### src/rtl/cdb_arbiter_pkg.sv
// Shared types and sizing for the CDB arbiter: result packet layout and lane/FU counts.
package cdb_arbiter_pkg;

    localparam int WAYS       = 3;
    localparam int NUM_FU     = 5;
    localparam int XLEN       = 32;
    localparam int PRF        = 64;
    localparam int ROB        = 16;
    localparam int FIFO_DEPTH = 2;

    localparam int PRF_W  = $clog2(PRF);
    localparam int ROB_W  = $clog2(ROB);
    localparam int FU_W   = $clog2(NUM_FU);
    localparam int LANE_W = $clog2(WAYS);

    typedef struct packed {
        logic             valid;
        logic [XLEN-1:0]  data;
        logic [PRF_W-1:0] prf_idx;
        logic [ROB_W-1:0] rob_idx;
    } cdb_packet_t;

    // Next FU index in the round-robin scan, wrapping modulo NUM_FU.
    function automatic logic [FU_W-1:0] fu_wrap_inc(input logic [FU_W-1:0] i);
        return (i == FU_W'(NUM_FU - 1)) ? '0 : i + 1'b1;
    endfunction

endpackage

### src/rtl/cdb_arbiter_if.sv
// FU completion inputs and CDB broadcast outputs of the arbiter, bundled as one interface.
interface cdb_arbiter_if;
    import cdb_arbiter_pkg::*;

    logic [NUM_FU-1:0]            fu_valid;
    logic [NUM_FU-1:0][XLEN-1:0]  fu_data;
    logic [NUM_FU-1:0][PRF_W-1:0] fu_prf_idx;
    logic [NUM_FU-1:0][ROB_W-1:0] fu_rob_idx;
    logic [NUM_FU-1:0]            fu_ready;

    logic [WAYS-1:0]              CDB_valid;
    logic [WAYS-1:0][XLEN-1:0]    CDB_Data;
    logic [WAYS-1:0][PRF_W-1:0]   CDB_PRF_idx;
    logic [WAYS-1:0][ROB_W-1:0]   CDB_rob_idx;

    modport master (
        output fu_valid, fu_data, fu_prf_idx, fu_rob_idx,
        input  fu_ready, CDB_valid, CDB_Data, CDB_PRF_idx, CDB_rob_idx
    );

    modport slave (
        input  fu_valid, fu_data, fu_prf_idx, fu_rob_idx,
        output fu_ready, CDB_valid, CDB_Data, CDB_PRF_idx, CDB_rob_idx
    );

endinterface

### src/rtl/cdb_fu_fifo.sv
// Per-FU result buffer; ready depends only on the registered count, never on a same-cycle pop.
module cdb_fu_fifo
    import cdb_arbiter_pkg::*;
#(
    parameter int DEPTH = FIFO_DEPTH
) (
    input  logic        clock,
    input  logic        clear,
    input  logic        push,
    input  logic        pop,
    input  cdb_packet_t wr_pkt,
    output cdb_packet_t head,
    output logic        ready
);

    localparam int PTR_W = $clog2(DEPTH);
    localparam int CNT_W = PTR_W + 1;
    localparam logic [CNT_W-1:0] FULL = CNT_W'(DEPTH);

    cdb_packet_t      mem [DEPTH];
    logic [PTR_W-1:0] rd_ptr;
    logic [PTR_W-1:0] wr_ptr;
    logic [CNT_W-1:0] count;
    logic             do_push;
    logic             do_pop;

    assign ready   = (count < FULL);
    assign do_push = push & ready;
    assign do_pop  = pop & (count != '0);

    always_ff @(posedge clock) begin
        if (clear) begin
            rd_ptr <= '0;
            wr_ptr <= '0;
            count  <= '0;
        end else begin
            if (do_push) begin
                mem[wr_ptr] <= wr_pkt;
                wr_ptr      <= wr_ptr + 1'b1;
            end
            if (do_pop) begin
                rd_ptr <= rd_ptr + 1'b1;
            end
            if (do_push && !do_pop) begin
                count <= count + 1'b1;
            end else if (!do_push && do_pop) begin
                count <= count - 1'b1;
            end
        end
    end

    always_comb begin
        head       = mem[rd_ptr];
        head.valid = (count != '0);
    end

endmodule

### src/rtl/cdb_arbiter.sv
// Buffers FU results and grants up to WAYS of them per cycle onto the registered CDB lanes
// under rotating priority.
module cdb_arbiter
    import cdb_arbiter_pkg::*;
(
    input  logic         clock,
    input  logic         reset,
    input  logic         squash,
    cdb_arbiter_if.slave bus
);

    logic                         clear;
    cdb_packet_t [NUM_FU-1:0]     wr_pkt;
    cdb_packet_t [NUM_FU-1:0]     head;
    logic [NUM_FU-1:0]            grant;
    logic [NUM_FU-1:0]            ready;
    logic [FU_W-1:0]              rr_ptr;
    logic [FU_W-1:0]              last_fu;
    int unsigned                  n_grant;
    int unsigned                  idx;

    logic [WAYS-1:0]              valid_n;
    logic [WAYS-1:0][XLEN-1:0]    data_n;
    logic [WAYS-1:0][PRF_W-1:0]   prf_n;
    logic [WAYS-1:0][ROB_W-1:0]   rob_n;

    assign clear = reset | squash;

    for (genvar i = 0; i < NUM_FU; i++) begin : g_fifo
        assign wr_pkt[i] = '{valid:   1'b1,
                             data:    bus.fu_data[i],
                             prf_idx: bus.fu_prf_idx[i],
                             rob_idx: bus.fu_rob_idx[i]};

        cdb_fu_fifo #(
            .DEPTH (FIFO_DEPTH)
        ) u_fifo (
            .clock  (clock),
            .clear  (clear),
            .push   (bus.fu_valid[i]),
            .pop    (grant[i]),
            .wr_pkt (wr_pkt[i]),
            .head   (head[i]),
            .ready  (ready[i])
        );
    end

    assign bus.fu_ready = ready;

    // Scan from rr_ptr; the k-th non-empty head lands on lane k so lanes fill without holes.
    always_comb begin
        grant   = '0;
        last_fu = rr_ptr;
        n_grant = 0;
        idx     = 0;
        valid_n = '0;
        data_n  = '0;
        prf_n   = '0;
        rob_n   = '0;
        for (int unsigned k = 0; k < NUM_FU; k++) begin
            idx = 32'(rr_ptr) + k;
            if (idx >= NUM_FU) begin
                idx = idx - NUM_FU;
            end
            if (head[FU_W'(idx)].valid && (n_grant < WAYS)) begin
                grant[FU_W'(idx)]          = 1'b1;
                valid_n[LANE_W'(n_grant)]  = 1'b1;
                data_n[LANE_W'(n_grant)]   = head[FU_W'(idx)].data;
                prf_n[LANE_W'(n_grant)]    = head[FU_W'(idx)].prf_idx;
                rob_n[LANE_W'(n_grant)]    = head[FU_W'(idx)].rob_idx;
                last_fu                    = FU_W'(idx);
                n_grant                    = n_grant + 1;
            end
        end
    end

    always_ff @(posedge clock) begin
        if (clear) begin
            rr_ptr          <= '0;
            bus.CDB_valid   <= '0;
            bus.CDB_Data    <= '0;
            bus.CDB_PRF_idx <= '0;
            bus.CDB_rob_idx <= '0;
        end else begin
            bus.CDB_valid   <= valid_n;
            bus.CDB_Data    <= data_n;
            bus.CDB_PRF_idx <= prf_n;
            bus.CDB_rob_idx <= rob_n;
            if (n_grant != 0) begin
                rr_ptr <= fu_wrap_inc(last_fu);
            end
        end
    end

endmodule

### src/flat_wrapper.sv
// flat-port wrapper written by rule: the top's interface ports become plain ports
module cdb_arbiter_flat import cdb_arbiter_pkg::*;
  (clock, reset, squash, bus_fu_valid, bus_fu_data, bus_fu_prf_idx, bus_fu_rob_idx, bus_fu_ready, bus_CDB_valid, bus_CDB_Data, bus_CDB_PRF_idx, bus_CDB_rob_idx);
  cdb_arbiter_if bus_i ();
  input  logic clock;
  input  logic reset;
  input  logic squash;
  input wire logic [$bits(bus_i.fu_valid)-1:0] bus_fu_valid;
  input wire logic [$bits(bus_i.fu_data)-1:0] bus_fu_data;
  input wire logic [$bits(bus_i.fu_prf_idx)-1:0] bus_fu_prf_idx;
  input wire logic [$bits(bus_i.fu_rob_idx)-1:0] bus_fu_rob_idx;
  output wire logic [$bits(bus_i.fu_ready)-1:0] bus_fu_ready;
  output wire logic [$bits(bus_i.CDB_valid)-1:0] bus_CDB_valid;
  output wire logic [$bits(bus_i.CDB_Data)-1:0] bus_CDB_Data;
  output wire logic [$bits(bus_i.CDB_PRF_idx)-1:0] bus_CDB_PRF_idx;
  output wire logic [$bits(bus_i.CDB_rob_idx)-1:0] bus_CDB_rob_idx;
  assign bus_i.fu_valid = bus_fu_valid;
  assign bus_i.fu_data = bus_fu_data;
  assign bus_i.fu_prf_idx = bus_fu_prf_idx;
  assign bus_i.fu_rob_idx = bus_fu_rob_idx;
  assign bus_fu_ready = bus_i.fu_ready;
  assign bus_CDB_valid = bus_i.CDB_valid;
  assign bus_CDB_Data = bus_i.CDB_Data;
  assign bus_CDB_PRF_idx = bus_i.CDB_PRF_idx;
  assign bus_CDB_rob_idx = bus_i.CDB_rob_idx;
  cdb_arbiter u_core (.clock(clock), .reset(reset), .squash(squash), .bus(bus_i));
endmodule
### config.mk
export PLATFORM = sky130hd
export DESIGN_NAME = cdb_arbiter_flat
export DESIGN_NICKNAME = d
export VERILOG_FILES = /design/src/rtl/cdb_arbiter_pkg.sv /design/src/rtl/cdb_arbiter_if.sv /design/src/rtl/cdb_fu_fifo.sv /design/src/rtl/cdb_arbiter.sv /design/src/flat_wrapper.sv
export SDC_FILE = /design/constraint.sdc
export NUM_CORES = 1
export LEC_CHECK = 0
export ABC_AREA = 1
export ABC_CLOCK_PERIOD_IN_PS = 7200
export CORE_MARGIN = 10
export CORE_UTILIZATION = 25
export CTS_CLUSTER_SIZE = 10
export DETAILED_ROUTE_END_ITERATION = 6
export DONT_BUFFER_PORTS = 1
export MAX_ROUTING_LAYER = met4
export PLACE_DENSITY = 0.49
export SLEW_MARGIN = 20
export SYNTH_ARGS = -nofsm -noshare
export SYNTH_HDL_FRONTEND = slang
export SYNTH_SLANG_ARGS = --single-unit
### constraint.sdc
create_clock -name clock -period 7.2 [get_ports clock]
set_input_delay 1.44 -clock clock [delete_from_list [all_inputs] [get_ports clock]]
set_output_delay 1.44 -clock clock [all_outputs]
set_load 0.005 [all_outputs]
Yosys cells after proc, flatten, opt, wreduce, memory -nomap -nowiden:

Memory sizes are Yosys's and may differ from the RTL's. A register that Yosys moved wholly into a read port is not among the register bits.
Index checks and enable logic that the tools add are counted.
W data, S select, Z words.

* input port bits: 218
* output and inout port bits: 134
* bits in writable memories: 420
* flip-flop bits (word level): 152
* memories kept: 5

Memory list
* u_core.g_fifo[0].u_fifo.mem: depth 2, bits a word 42, rd ports 1, clocked after memory_dff 1, write ports 1, line cdb_fu_fifo.sv:20 `cdb_packet_t mem [DEPTH];`
* u_core.g_fifo[1].u_fifo.mem: depth 2, bits a word 42, rd ports 1, clocked after memory_dff 1, write ports 1, line cdb_fu_fifo.sv:20
* u_core.g_fifo[2].u_fifo.mem: depth 2, bits a word 42, rd ports 1, clocked after memory_dff 1, write ports 1, line cdb_fu_fifo.sv:20
* u_core.g_fifo[3].u_fifo.mem: depth 2, bits a word 42, rd ports 1, clocked after memory_dff 1, write ports 1, line cdb_fu_fifo.sv:20
* u_core.g_fifo[4].u_fifo.mem: depth 2, bits a word 42, rd ports 1, clocked after memory_dff 1, write ports 1, line cdb_fu_fifo.sv:20

* order comparisons: 32
* reduce and logical (&&, ||, !) cells: 44
* muxes and demuxes: 140
* bitwise logic cells: 19
* $add $sub $neg: 34
* equal/unequal tests: 1

Operator list (count)
* $bmux W43 S3: 5
* $bwmux W96: 4
* $mux W96: 4
* $mux W32: 9
* $demux W32 S2: 4
* $mux W43: 5
* $add A32 B1 Y32 const B: 3
* $lt A32 B2 Y1 const B: 3
* $bwmux W18: 4
* $mux W18: 4
* $bwmux W12: 4
* $demux W6 S2: 4
* $mux W12: 4
* $mux W3: 15
* $mux W1: 36
* $demux W4 S2: 4
* $reduce_bool A32 Y1: 1
* $mux W6: 5
* $mux W5: 5
* $logic_and A1 B1 Y1: 23
* $lt A3 B4 Y1 const B: 5
* $mux W2: 10
* $mux W4: 5
* $or A5 B5 Y5: 4
* other kinds (27): 100

Depth between registers and ports, before layout:

Gate-level depths: netlist of run 1.

* word-level depth: 21
* mapped depth: 41

Modules after synthesis:

A second synthesis of run 1 with hierarchy kept.

* cell total of the unflattened synthesis: 3857
* area, all modules: 34295.4 µm²

By module, submodules not included
* cdb_fu_fifo: cells each 167, instances 5, sequential area each 2622.5 µm², area an instance 3473.3 µm²
* cdb_arbiter: cells each 3022, instances 1, sequential area each 2642.5 µm², area an instance 16928.7 µm²

Worst setup path after synthesis of run 1:

No wires, ideal clock.

* path kind: register -> register
* from: register u_core.rr_ptr[0]
* to: register u_core.g_fifo[3].u_fifo.count[1]
* path slack: 1.307 ns
* data required time: 7.078 ns
* data arrival time: 5.771 ns
* period minus slack after synthesis: 5.893 ns
* library setup time: 0.122 ns
* cell stages (with the launch flop): 40
* path buffers: 5
* path through: dfxtp_1 -> inv_2 -> ha_1 -> ha_1 -> inv_2 -> a21oi_2 -> nor2_1 -> nand2_1 -> nand3_2 -> inv_2 -> buf_4 -> ha_1 -> nand2_1 -> nand3_2 -> buf_2 -> buf_2 -> nand2_1 -> inv_1 -> (+4 left out) -> nand3_2 -> nand2_2 -> ha_1 -> ha_1 -> inv_1 -> nand2_1 -> nor2_1 -> buf_4 -> nand2_2 -> o22ai_1 -> nor2_1 -> nand3_1 -> inv_1 -> ha_1 -> a21oi_1 -> o21ai_0 -> o21ai_0 -> a21oi_1

* word-level cells in the longest chain between the ends: 21
* elaborated cells between the ends (all ways): 84
* classes of those cells: add/sub (12); order compare (19); mux (35); bitwise (5); reduce/logical (13)

RTL lines
* start: declaration: line cdb_arbiter.sv:17 `logic [FU_W-1:0] rr_ptr;`
* start signal: assignment: line cdb_arbiter.sv:90 `rr_ptr <= fu_wrap_inc(last_fu);`
* $sub A3 B3 Y3 or $ge A3 B3 Y1 (tied branches): line cdb_arbiter.sv:63, cdb_arbiter.sv:62
* $mux W3: line cdb_arbiter.sv:62 `if (idx >= NUM_FU) begin`
* $bmux W43 S3: line cdb_arbiter.sv:65 `if (head[FU_W'(idx)].valid && (n_grant < WAYS)) begin`
* $mux W43 (not written as such): line cdb_arbiter.sv:65
* $mux W1: line cdb_arbiter.sv:65
* $lt A1 B2 Y1: line cdb_arbiter.sv:65
* $logic_and A1 B1 Y1: line cdb_arbiter.sv:65
* $mux W32: line cdb_arbiter.sv:65
* (+5 left out)
* $mux W32: line cdb_arbiter.sv:65
* $lt A32 B2 Y1: line cdb_arbiter.sv:65
* $logic_and A1 B1 Y1: line cdb_arbiter.sv:65
* $mux W5 (*): line cdb_arbiter.sv:65
* $and A1 B1 Y1 (*): line cdb_fu_fifo.sv:29 `assign do_pop = pop & (count != '0);`
* $logic_not A1 Y1: line cdb_fu_fifo.sv:44 `if (do_push && !do_pop) begin`
* $logic_and A1 B1 Y1: line cdb_fu_fifo.sv:44
* $mux W2 or $reduce_bool A2 Y1 (tied branches)
* end signal: assignment: line cdb_fu_fifo.sv:45 `count <= count + 1'b1;`
* end signal: assignment: line cdb_fu_fifo.sv:47 `count <= count - 1'b1;`
* end: declaration: line cdb_fu_fifo.sv:23 `logic [CNT_W-1:0] count;`

Mark *: on every way between the ends. The rest lies on a longest branch, timed or not. The select of a mux whose other input is x is not followed.
A chain may end at the register's enable or synchronous reset.

Final worst setup path of run 1:

* from: register u_core.rr_ptr[1]
* to: register u_core.g_fifo[3].u_fifo.count[1]

The elaborated chain is that of the path after synthesis.

==> metrics.md, run 1 <==
| Metric | Value |
|---|---|
| Clk Latency, worst-skew pair | `0.68 ns` |
| Slowest cell on crit path | `dfxtp_1` |
| Die width | `just under 400 um` |
| Hold Vio Cnt, Final | `0` |
| Vias in the first global route | `26602` |
| RD Place Congestion | `0.929` |
| Crit path top cell by count | `ha_1` |
| Worst Setup SP | `u_core.rr_ptr[1]` |
| Final setup TNS | `0 ns` |
| Pins Over Slew Limit | `0` |
| Period utilization | `between 90% and 100%` |
| Area share of the largest cell type after synthesis | `37.9%` |
| Synth area leader | `edfxtp_1` |
| Final Util | `28.1%` |
| Max Freq | `0.153 GHz` |
| Final setup viols | `0` |
| Syn_nets | `4496` |
| FF-to-FF path depth | `35` |
| CTS Buf Count | `70` |
| Pin count of the biggest net entering global routing | `97` |
| Top Family by Delay on Critical Path | `adder cells` |
| # IOs | `about 350` |
| Post-DP Area | `34700 sq um` |
| Max incr delay on CP | `approximately 0.54 ns` |
| CTS tree | `done` |
| Slew margin rel. | `14.9%` |
| Port bufs | `0` |
| Hold Path Origin | `u_core.g_fifo[4].u_fifo.rd_ptr` |
| Critical Path RT | `between 7 and 8 ns` |
| CTS Hold Bufs | `0` |
| Reg2Reg Launch Point | `u_core.rr_ptr[1]` |
| Worst-Margin Slew | `1.26 ns` |
| Pre-antenna DRT Iters | `7` |
| Routed wire length | `156 mm` |
| Commonest cells after routing, fill and taps aside | `nand2_1 (1033), o21ai_0 (470), a21oi_1 (459)` |
| Ys async rst share | `0%` |
| DIE HEIGHT | `385 um` |
| Yosys reg bits | `577` |
| Clk root buf | `clkbuf_16` |
| Clock Skew | `0.0603 ns` |
| Tmin final | `6.53 ns` |
| Crit path buffers/inverters | `7` |
| FILL cells | `between 10000 and 15000` |
| # resized after CTS | `0` |
| Clock sink count | `~580` |
| Yosys warns | `0` |
| Maximum clock path buffer count | `3` |
| CP arrival | `7.07 ns` |
| Layout cells sized above 1 | `6.39%` |
| DRC | `0` |
| Layout-stage area growth over the synthesis result | `11.5%` |
| Die Footprint | `148000 sq um` |
| Clock slew at reported path FFs | `0.06 ns` |
| Vias post-DR | `30848` |
| Final instance area | `37100 sq um` |
| GRT Resource Usage Total | `20.6%` |
| Synth Instances | `4248` |
| Crit path max fanout | `13` |
| Synth cell types | `53` |
| Register area share after synthesis | `47.3%` |
| Post-detail-place hpwl | `114 mm` |
| CP Depth | `35` |
| Hold depth | `1` |
| Initial Util | `25.2%` |
| Top cells by area, synth | `edfxtp_1 (38%), nand2_1 (12%), dfxtp_1 (9.4%)` |
| Initial antenna violation count | `between 60 and 70` |
| Via/cell ratio | `5.16` |
| Primary FF master, synth | `edfxtp_1` |
| Outcome | `completed` |
| CP endpoint kind | `register` |
| Nets | `between 4000 and 5000` |
| Initial DRC Count | `4311` |
| H-tree levels | `3` |
| First-pass GRT wire length | `~210 mm` |
| Hold Crit Class | `register to register` |
| Cell area after synthesis | `33300 sq um` |
| Antenna Nets Post-Route | `0` |
| Most common cell after layout, fill and taps aside | `nand2_1` |
| Rows | `between 100 and 150` |
| Routed wire per std cell | `26.1 um` |
| Number of max-capacitance violations reported | `0` |
| Mean Syn Cell Area | `approximately 7.8 sq um` |
| Core area | `132000 sq um` |
| Startpoint Class | `register` |
| CP Class | `register to register` |
| RSZ-0062 raised after global routing | `false` |
| Final global-route overflow total | `0` |
| EDFF count, synth | `420` |
| Setup repair bufs after CTS | `0` |
registers in the layout, indices dropped and copies added (netlist names), named ones only:
register,flops
u_core.bus.CDB_PRF_idx,18
u_core.g_fifo.u_fifo.count,10
u_core.g_fifo.u_fifo.mem,420
u_core.bus.CDB_Data,96
u_core.g_fifo.u_fifo.rd_ptr,5
u_core.g_fifo.u_fifo.wr_ptr,5
u_core.bus.CDB_rob_idx,12
u_core.rr_ptr,3
u_core.bus.CDB_valid,3
metal layers:
layer | part of all wire, % | wire length [um] | global-route usage (%)
met5 | 0 | 0 | -
met4 | 1.5 | 2420 | 3.70
met3 | 15 | 23300 | 9.60
met2 | 41 | 64500 | 28.9
met1 | 42 | 65800 | 27.1
per-stage QoR:
step / cells / hold WS, ns / worst slack, ns
floorplan: 4248 / 0.432 / 1.31
global placement: 5754 / 0.432 / 0.932
detailed placement: 5754 / 0.439 / 0.763
CTS: 5870 / 0.441 / 0.789
global route: 5980 / 0.471 / 0.172
finish: 5983 / 0.453 / 0.671
cell type report:
class	instances	area [sq um]	share of cell area (%)
Clock buffer	103	1890	5.08
Sequential cell	577	15800	42.4
Antenna cell	113	283	0.761
Tap cell	1755	2200	5.91
Clock inverter	13	239	0.644
Timing Repair Buffer	73	561	1.51
Inverter	403	1520	4.10
Multi-Input combinational cell	2946	14700	39.6
cell usage after synthesis (44+ instances only):
cell / number
nand4_1: 52
edfxtp_1: 420
nor3_1: 54
nand2_1: 1037
clkbuf_1: 194
o22ai_1: 44
nor2_1: 149
inv_1: 377
o21ai_0: 482
dfxtp_1: 157
buf_2: 86
o211ai_1: 170
a21oi_1: 459
o21ai_1: 123
nand3_1: 162
worst reg2reg max path, delay by kind of cell (launching register included):
kind | cells | cell delay [ns]
adders and majority gates | 7 | 1.91
and+or+nand+nor | 14 | 1.84
DFF | 1 | 0.54
AOI/OAI and AO/OA | 7 | 1.10
buffers and inverters | 7 | 1.05
logic make-up after synthesis:
logic type      Yosys count  synth area share (%)
mux                      13                 0.391
simple gates           1515                  19.0
flops                   577                  47.3
compound gates         1381                  22.9
xor+xnor                  6                 0.180
buf+inv                 725                  8.94
fa+ha+maj                30                  1.17
other cells               1                0.0113
final timing paths:
| check | to | slack, ns |
|---|---|---|
| setup / recovery | u_core.g_fifo[3].u_fifo.count[1] | 0.67 |
| hold / removal | register | 0.45 |
| setup reg to reg | u_core.g_fifo[3].u_fifo.count[1] | 0.67 |
| hold reg to reg | register | 0.45 |
Power of run 1 is not shown: default switching activity piles up to over one toggle a cycle in this logic, so the estimate is an artifact.
==> inputs of run 2 (changes only) <==
Settings changed: ABC_CLOCK_PERIOD_IN_PS 7200 to 5500, PLACE_DENSITY 0.49 to 0.51.
Clock period 7.2 ns to 5.5 ns, I/O delays scaled along.
==> run 2 against run 1 <==
Compared with the run above: clock skew decreased by 0.025 ns; worst setup slack got worse by 0.29 ns; hold slack got worse by 0.0063 ns; sequential share of layout area decreased by 0.66 points; register-to-register slack got worse by 0.29 ns; final cell count increased by 0.70%; core utilization increased by 0.46 points; non-clock buffer count increased by 52; flip-flop and latch count unchanged; critical path depth decreased by 5; die area unchanged; highest routed layer unchanged.
==> metrics.md, run 2 (same netlist as run 1, synthesis figures left out) <==
| Metric | Value |
|---|---|
| Layout cells sized above 1 | `8.16% (was 6.39%)` |
| RD Place Congestion | `0.944 (was 0.929)` |
| Final global-route overflow total | `0 (unchanged)` |
| Nets | `4371 (was 4319)` |
| Worst-Margin Slew | `1.30 ns (was 1.26 ns)` |
| Final setup TNS | `0 ns (unchanged)` |
| Crit path top cell by count | `ha_1 (unchanged)` |
| Pre-antenna DRT Iters | `6 (was 7)` |
| Startpoint Class | `register (unchanged)` |
| Clk root buf | `clkbuf_16 (unchanged)` |
| Vias post-DR | `30756 (was 30848)` |
| CP Depth | `30 (was 35)` |
| GRT Resource Usage Total | `20.3% (was 20.6%)` |
| Hold Vio Cnt, Final | `0 (unchanged)` |
| Slew margin rel. | `12.2% (was 14.9%)` |
| Via/cell ratio | `5.10 (was 5.16)` |
| CP arrival | `5.65 ns (was 7.07 ns)` |
| R2R setup slack | `0.38 ns (was 0.67 ns)` |
| First-pass GRT wire length | `211 mm (was 214 mm)` |
| Antenna Nets Post-Route | `0 (unchanged)` |
| Max incr delay on CP | `0.56 ns (was 0.54 ns)` |
| Hold Crit Class | `register to register (unchanged)` |
| Crit path max fanout | `8 (was 13)` |
| Die Footprint | `148000 sq um (unchanged)` |
| Final instance area | `37700 sq um (was 37100 sq um)` |
| Crit path buffers/inverters | `6 (was 7)` |
| CTS tree | `done (unchanged)` |
| Max Freq | `0.195 GHz (was 0.153 GHz)` |
| Top Family by Delay on Critical Path | `adder cells (unchanged)` |
| Max reg flops | `420 (unchanged)` |
| Port bufs | `0 (unchanged)` |
| Inst Count DP | `5799 (was 5754)` |
| Routed wire per std cell | `25.4 um (was 26.1 um)` |
| Layout-stage area growth over the synthesis result | `13.4% (was 11.5%)` |
| Maximum clock path buffer count | `3 (unchanged)` |
| FILL cells | `13918 (was 14047)` |
| Commonest cells after routing, fill and taps aside | `nand2_1 (1029), o21ai_0 (468), a21oi_1 (456) (was nand2_1 (1033), o21ai_0 (470), a21oi_1 (459))` |
| Initial DRC Count | `4430 (was 4311)` |
| Rows | `133 (unchanged)` |
| Reg2Reg Launch Point | `u_core.rr_ptr[1] (unchanged)` |
| CTS Buf Count | `70 (unchanged)` |
| # IOs | `352 (unchanged)` |
| Pin count of the biggest net entering global routing | `149 (was 97)` |
| Most common cell after layout, fill and taps aside | `nand2_1 (unchanged)` |
| Initial Util | `25.2% (unchanged)` |
| CP Class | `register to register (unchanged)` |
| H-tree levels | `3 (unchanged)` |
| CP endpoint kind | `register (unchanged)` |
| Initial antenna violation count | `56 (was 61)` |
| Slowest cell on crit path | `fa_1 (was dfxtp_1)` |
| Reg-to-Reg End | `u_core.g_fifo[1].u_fifo.count[1] (was u_core.g_fifo[3].u_fifo.count[1])` |
| Routed wire length | `153 mm (was 156 mm)` |
| Post-detail-place hpwl | `114 mm (about the same)` |
| Non-Filler Instances | `6025 (was 5983)` |
| Clock sink count | `577 (unchanged)` |
| FF-to-FF path depth | `30 (was 35)` |
| Post-DP Area | `35200 sq um (was 34700 sq um)` |
| Core area | `132000 sq um (unchanged)` |
| Die width | `385 um (unchanged)` |
| Vias in the first global route | `26508 (was 26602)` |
| Critical Path RT | `6.04 ns (was 7.74 ns)` |
| Clk Latency, worst-skew pair | `0.67 ns (was 0.68 ns)` |
| Top flop regs | `u_core.g_fifo.u_fifo.mem x420, u_core.bus.CDB_Data x96, u_core.bus.CDB_PRF_idx x18 (unchanged)` |
| Hold depth | `1 (unchanged)` |
| Worst setup path end | `u_core.g_fifo[1].u_fifo.count[1] (was u_core.g_fifo[3].u_fifo.count[1])` |
| Final setup viols | `0 (unchanged)` |
| Pins Over Slew Limit | `0 (unchanged)` |
| Tmin final | `5.12 ns (was 6.53 ns)` |
| DIE HEIGHT | `385 um (unchanged)` |
| Largest reg by FF count | `u_core.g_fifo.u_fifo.mem (unchanged)` |
| DRC | `0 (unchanged)` |
| RSZ-0062 raised after global routing | `false (unchanged)` |
| Worst Setup SP | `u_core.rr_ptr[1] (unchanged)` |
| Clock Skew | `0.0356 ns (was 0.0603 ns)` |
| Outcome | `completed (unchanged)` |
| Period utilization | `93.0% (was 90.7%)` |
| Number of max-capacitance violations reported | `0 (unchanged)` |
| Clock slew at reported path FFs | `0.06 ns (about the same)` |
==> run 2: cell type report <==
class                           count  area, sq um  share of cell area (%)
Clock buffer                      105         1990                    5.26
Clock inverter                     10          149                   0.394
Inverter                          403         1530                    4.04
Timing Repair Buffer              125         1030                    2.74
Multi-Input combinational cell   2946        14800                    39.3
Sequential cell                   577        15800                    41.8
Antenna cell                      104          260                   0.689
Tap cell                         1755         2200                    5.82
==> run 2: worst register-to-register path: cells and delay by family (launching register included) <==
family          cells  cell delay, ns
fa+ha+maj           7            1.94
compound gates      7            1.00
flops               1            0.44
simple gates       10            0.98
buf+inv             6            0.67
==> run 2: through the flow <==
stage,setup WS (ns),utilization (%),hold slack [ns]
global placement,0.147,26.7,0.442
floorplan,0.0393,-,0.432
global route,0.0144,28.6,0.478
finish,0.383,28.6,0.447
detailed placement,0.0628,26.7,0.436
CTS,0.0160,28.3,0.451
==> run 2: worst min path at each step <==
stage	slack (ns)	start	to
after floorplan	0.43	u_core.g_fifo[2].u_fifo.rd_ptr	register
after global placement	0.44	u_core.g_fifo[4].u_fifo.rd_ptr	u_core.g_fifo[4].u_fifo.rd_ptr
after detailed placement	0.44	u_core.g_fifo[2].u_fifo.rd_ptr	register
after CTS	0.45	u_core.g_fifo[2].u_fifo.rd_ptr	register
after global routing	0.48	u_core.g_fifo[4].u_fifo.rd_ptr	u_core.g_fifo[4].u_fifo.rd_ptr
final	0.45	u_core.g_fifo[2].u_fifo.rd_ptr	register
==> run 2: per-layer routing <==
layer  wire length, um  GRT usage [%]  part of all wire, %  vias up
met1             63100           26.3                   41    14300
met4              2310           3.35                  1.5        0
met2             65000           29.2                   42     1759
met3             22700           9.06                   15      142
met5                 0              -                    0        -
li1                  -              -                    -    14555
==> run 2: what timing repair did <==
item | 4_1_cts | 5_1_grt
setup endpoints to repair | 0 | 63
resized for setup | 0 | 33
setup buffers | 0 | 7
hold endpoints to repair | 0 | 0
hold buffers | 0 | 0
Power of run 2 is left out for the same reason.
